<file path="src/rtl/swt_debounce_if.sv">
// Signal bundle between raw switch inputs, debounce controls and the
// conditioned level/pulse outputs of swt_debounce.
interface swt_debounce_if #(
    parameter int N_CH  = 4,
    parameter int CNT_W = 32
);
    logic [N_CH-1:0]  swt;
    logic [CNT_W-1:0] i_cntMax;
    logic [N_CH-1:0]  o_level;
    logic [N_CH-1:0]  o_rise;
    logic [N_CH-1:0]  o_fall;
    logic [N_CH-1:0]  o_busy;

    modport master (
        output swt,
        output i_cntMax,
        input  o_level,
        input  o_rise,
        input  o_fall,
        input  o_busy
    );

    modport slave (
        input  swt,
        input  i_cntMax,
        output o_level,
        output o_rise,
        output o_fall,
        output o_busy
    );
endinterface

</file>
<file path="src/rtl/swt_debounce.sv">
// Multi-channel switch conditioner: 2-flop synchronizer, programmable
// stability counter, debounced level plus one-cycle rise/fall pulses.
module swt_debounce #(
    parameter int N_CH  = 4,
    parameter int CNT_W = 32
) (
    input  logic           clk,
    input  logic           rstb,
    swt_debounce_if.slave  bus
);

    typedef enum logic {IDLE, CHECK} state_t;

    logic [N_CH-1:0]  sync1_p0;
    logic [N_CH-1:0]  sync2_p1;
    logic [N_CH-1:0]  level_all;
    logic [N_CH-1:0]  rise_all;
    logic [N_CH-1:0]  fall_all;
    logic [CNT_W-1:0] thresh;

    // Last count value before an update; a programmed 0 behaves like 1.
    function automatic logic [CNT_W-1:0] last_count(input logic [CNT_W-1:0] cnt_max);
        return (cnt_max == '0) ? '0 : cnt_max - CNT_W'(1);
    endfunction

    assign thresh = last_count(bus.i_cntMax);

    // Stage p0/p1: metastability synchronizer
    always_ff @(posedge clk) begin
        if (!rstb) begin
            sync1_p0 <= '0;
            sync2_p1 <= '0;
        end else begin
            sync1_p0 <= bus.swt;
            sync2_p1 <= sync1_p0;
        end
    end

    for (genvar i = 0; i < N_CH; i++) begin : g_ch
        state_t           state;
        logic [CNT_W-1:0] cnt_p2;
        logic [CNT_W-1:0] cnt_nxt;
        logic             level_p2;
        logic             level_nxt;
        logic             rise_p2;
        logic             rise_nxt;
        logic             fall_p2;
        logic             fall_nxt;

        assign state = (sync2_p1[i] == level_p2) ? IDLE : CHECK;

        always_comb begin
            cnt_nxt   = '0;
            level_nxt = level_p2;
            rise_nxt  = 1'b0;
            fall_nxt  = 1'b0;
            unique case (state)
                IDLE: begin
                    cnt_nxt = '0;
                end
                CHECK: begin
                    // >= rather than == so a lowered threshold takes effect at once
                    if (cnt_p2 >= thresh) begin
                        level_nxt = sync2_p1[i];
                        rise_nxt  = sync2_p1[i];
                        fall_nxt  = ~sync2_p1[i];
                    end else begin
                        cnt_nxt = cnt_p2 + CNT_W'(1);
                    end
                end
                default: cnt_nxt = '0;
            endcase
        end

        // Stage p2: stability counter, debounced level and edge pulses
        always_ff @(posedge clk) begin
            if (!rstb) begin
                cnt_p2   <= '0;
                level_p2 <= 1'b0;
                rise_p2  <= 1'b0;
                fall_p2  <= 1'b0;
            end else begin
                cnt_p2   <= cnt_nxt;
                level_p2 <= level_nxt;
                rise_p2  <= rise_nxt;
                fall_p2  <= fall_nxt;
            end
        end

        assign level_all[i] = level_p2;
        assign rise_all[i]  = rise_p2;
        assign fall_all[i]  = fall_p2;
    end

    assign bus.o_level = level_all;
    assign bus.o_rise  = rise_all;
    assign bus.o_fall  = fall_all;
    assign bus.o_busy  = sync2_p1 ^ level_all;

endmodule

</file>
<file path="src/flat_wrapper.sv">
// flat-port wrapper written by rule: the top's interface ports become plain ports
module swt_debounce_flat 
#(
    parameter int N_CH  = 4,
    parameter int CNT_W = 32
)
  (clk, rstb, bus_swt, bus_i_cntMax, bus_o_level, bus_o_rise, bus_o_fall, bus_o_busy);
  swt_debounce_if #(.N_CH(N_CH), .CNT_W(CNT_W)) bus_i ();
  input  logic clk;
  input  logic rstb;
  input wire logic [$bits(bus_i.swt)-1:0] bus_swt;
  input wire logic [$bits(bus_i.i_cntMax)-1:0] bus_i_cntMax;
  output wire logic [$bits(bus_i.o_level)-1:0] bus_o_level;
  output wire logic [$bits(bus_i.o_rise)-1:0] bus_o_rise;
  output wire logic [$bits(bus_i.o_fall)-1:0] bus_o_fall;
  output wire logic [$bits(bus_i.o_busy)-1:0] bus_o_busy;
  assign bus_i.swt = bus_swt;
  assign bus_i.i_cntMax = bus_i_cntMax;
  assign bus_o_level = bus_i.o_level;
  assign bus_o_rise = bus_i.o_rise;
  assign bus_o_fall = bus_i.o_fall;
  assign bus_o_busy = bus_i.o_busy;
  swt_debounce #(.N_CH(N_CH), .CNT_W(CNT_W)) u_core (.clk(clk), .rstb(rstb), .bus(bus_i));
endmodule
</file>
<file path="config.mk">
export PLATFORM = sky130hd
export DESIGN_NAME = swt_debounce_flat
export DESIGN_NICKNAME = d
export VERILOG_FILES = /design/src/rtl/swt_debounce_if.sv /design/src/rtl/swt_debounce.sv /design/src/flat_wrapper.sv
export SDC_FILE = /design/constraint.sdc
export NUM_CORES = 1
export LEC_CHECK = 0
export CAP_MARGIN = 20
export CORE_UTILIZATION = 32
export DETAILED_ROUTE_END_ITERATION = 12
export PLACE_DENSITY = 0.51
export SYNTH_ARGS = -nofsm -noshare
export SYNTH_HDL_FRONTEND = slang
export SYNTH_SLANG_ARGS = --single-unit
</file>
<file path="constraint.sdc">
create_clock -name clk -period 9.4 [get_ports clk]
set_input_delay 1.88 -clock clk [delete_from_list [all_inputs] [get_ports clk]]
set_output_delay 1.88 -clock clk [all_outputs]
set_load 0.1 [all_outputs]
</file>
==> results.yml <==
detailed_routing:
  dr.pass1.iters: 4
  remaining_drc_errors: 0
  drt-total-wl_mm: 23.9
  ant_nets: 0
  num_vias: 7664
  avgViaCountPerCell: 4.89
  wl_per_cell_um: 15.2
  dr.first_iter.drc_count: 292
logic_synthesis:
  synth_compound_area_frac: 0.0643
  synthAdderAreaFrac: 0.175
  yosys.area.top_type: "dfxtp_1"
  synth_seq_area_share: 0.309
  synth_top_cell_area_share: 0.309
  synth_top_family_by_area: "simple AND/OR/NAND/NOR gates"
  synthCells: 1143
  yosys_warnings: 0
  synth_edf_count: 0
  syn_nets: 1315
  yosys.area_share.simple: 0.271
  synth_area_leaders: "dfxtp_1, ha_1, xor2_1"
  yosysUniqueCellTypes: 44
  synthMuxAreaShare: 0.00418
  ys_async_sr_fraction: 0
  synth-xor-area-share: 0.139
  syn_area_per_cell_um2: 8.38
  yosys_register_bits: 148
  synth_flop_cell: "dfxtp_1"
  syn_area_um2: 9570
floorplan:
  ios: 54
  die-area_um2: 30600
  num_rows: 62
  core_area_um2: 29100
  die_h_um: 175
  die_x_um: 175
  start_util: 0.329
worst_hold_path:
  worstHoldStart: "u_core.sync1_p0[1]$_SDFF_PN0_"
  hold_class: "reg -> reg"
  hold_path_depth: 1
critical_path:
  critPathLaunchType: "input port"
  critPathMaxFanout: 32
  cp_common_cell: "or3_1"
  rr_startpoint: "u_core.g_ch[1].cnt_p2[15]$_SDFF_PP0_"
  arrival_ns: 7.50
  cp.required_ns: 9.70
  cp_cell_sequence: "clkdlybuf4s50_1 -> nor4_1 -> nand3b_1 -> or4_4 -> or3_1 -> or3_1 -> nand2_1 -> ha_1 -> nand4_1 -> nor3_1 -> or4b_2 -> a31oi_1 -> or3_1 -> buf_4 -> nor2_1"
  crit_start: "bus_i_cntMax[16]"
  ff2ff_path_depth: 8
  critPathSlowestCell: "or3_1"
  cpPeakStageDelay_ns: 0.76
  endpoint_kind: "flip-flop"
  critPathKind: "in -> reg"
sta:
  final_max_slew_viol_count: 0
  setup-tns-final_ns: 0
  finalCriticalPeriod_ns: 7.20
  max-slew-margin-rel: 0.348
  min_period_over_period: 0.766
  hold_violations: 0
  worst_slew_pin_slew_ns: 0.974
  hold_slack_ns: 0.431
  fin_skew_ns: 0.00822
  fin_ws_ns: 2.20
  setup_viol: 0
  rsz0062_at_grt: "false"
  max_clock_freq_mhz: 139
power:
  total_power_mw: 1.43
  powerDensity_nw_per_um2: 131
  p_leak_nw: 4.25
  ir_worst_vdd_mv: 0.127
place:
  port_buffers: 53
  dp_hpwl_mm: 18.7
  place_ws_ns: 1.72
  place_inst: 1533
  place_congestion: 0.836
  placed_area_um2: 10300
global_route:
  grt_pass1_vias: 7517
  overflow: 0
  grt_pass1_wl_mm: 38.9
  antenna_found_initial: 0
  grt_max_degree: 33
  grt_usage: 0.162
clock_network:
  post_cts_buffers: 0
  cts-resized-gates: 0
  cts.hold.buffers_added: 0
  cts_tree: "built"
  cts_buffer_depth: 2
  cts.sinks: 148
  root_buffer: "clkbuf_16"
  cts_buffers: 17
  clk_pin_slew_worst_paths_ns: 0.06
  htree_levels: 4
  insertion_delay_ns: 0.42
layout:
  nNetsFinal: 1342
  layout-drive-gt1-share: 0.0338
  post-route-util: 0.377
  stdcell_count: 1566
  syn_to_final_growth_pct: 14.5
  final_cell_mix: "nor2_1, dfxtp_1, ha_1"
  fin_area_um2: 11000
  antenna_cells: 0
  final_common_cell: "nor2_1"
run:
  cap_viol_max_count: 0
status:
  status: "finished, final reports clean"
layout make-up:
cell class | count | area, µm²
fill | 2980 | 18100
multi-input combinational | 924 | 6250
sequential | 148 | 2960
timing repair buffer | 57 | 588
tap | 384 | 480
clock buffer | 22 | 464
clock inverter | 9 | 129
inverter | 22 | 82.6
registers in the layout, summed over array words and instances, names as in the netlist:
name                  count
u_core.g_ch.fall_p2       4
u_core.sync2_p1           4
u_core.g_ch.level_p2      4
u_core.g_ch.cnt_p2      128
u_core.sync1_p0           4
u_core.g_ch.rise_p2       4
cells by family (layout without fill, tap and decap cells):
group	count (synthesis)	count (layout)
simple gates	535	535
xor+xnor	152	152
flops	148	148
fa+ha+maj	134	134
compound gates	99	99
buf+inv	71	110
mux	4	4
worst max-delay path, delay by kind of cell:
| kind | cells | cell delay, ns |
|---|---|---|
| buffers and inverters | 2 | 0.95 |
| AOI/OAI and AO/OA | 1 | 0.35 |
| adders and majority gates | 1 | 0.21 |
| and+or+nand+nor | 11 | 4.07 |
Yosys cell counts, types with 2 or more instances:
cell type and count:
a21o_1 8, nor3_1 26, a221oi_1 8, dfxtp_1 148, clkbuf_1 28, a211oi_1 4, or3_1 10, or4_1 6
and2_1 9, nor4_1 12, a21oi_1 40, and3_1 25, mux2i_1 4, nand3_1 44, xor2_1 86, a31oi_1 4
nor3b_1 5, xnor2_1 66, buf_4 16, nand2b_1 4, nor2b_1 3, or2b_1 2, inv_1 22, nor2_1 189
or4b_2 4, nand4_1 37, o21ai_0 17, and4_1 27, nand2_1 124, ha_1 134, buf_6 4, a2111oi_0 4
nand3b_1 2, a2bb2oi_1 4, o21a_1 8
final timing paths:
| check | end | slack, ns |
|---|---|---|
| worst max-delay path | u_core.g_ch[1].cnt_p2[4]$_SDFF_PP0_ | 2.20 |
| worst min-delay path | u_core.sync2_p1[1]$_SDFF_PN0_ | 0.43 |
| worst max register to register | u_core.g_ch[1].cnt_p2[4]$_SDFF_PP0_ | 6.33 |
| worst min register to register | u_core.sync2_p1[1]$_SDFF_PN0_ | 0.43 |
routing by layer:
metal,GRT usage,routed length [µm],up-vias,part of all wire
met5,0,0,-,0
met4,0.0670,726,0,0.030
met3,0.0252,635,34,0.027
met2,0.271,11100,73,0.47
met1,0.206,11400,3534,0.48
li1,-,-,4023,-
where the power goes:
part / switching, mW / internal [mW] / total, mW
Clock: 0.270 / 0.429 / 0.699
Sequential: 0.00161 / 0.629 / 0.631
Combinational: 0.0613 / 0.0407 / 0.102
(Power assumes the default switching activity.)
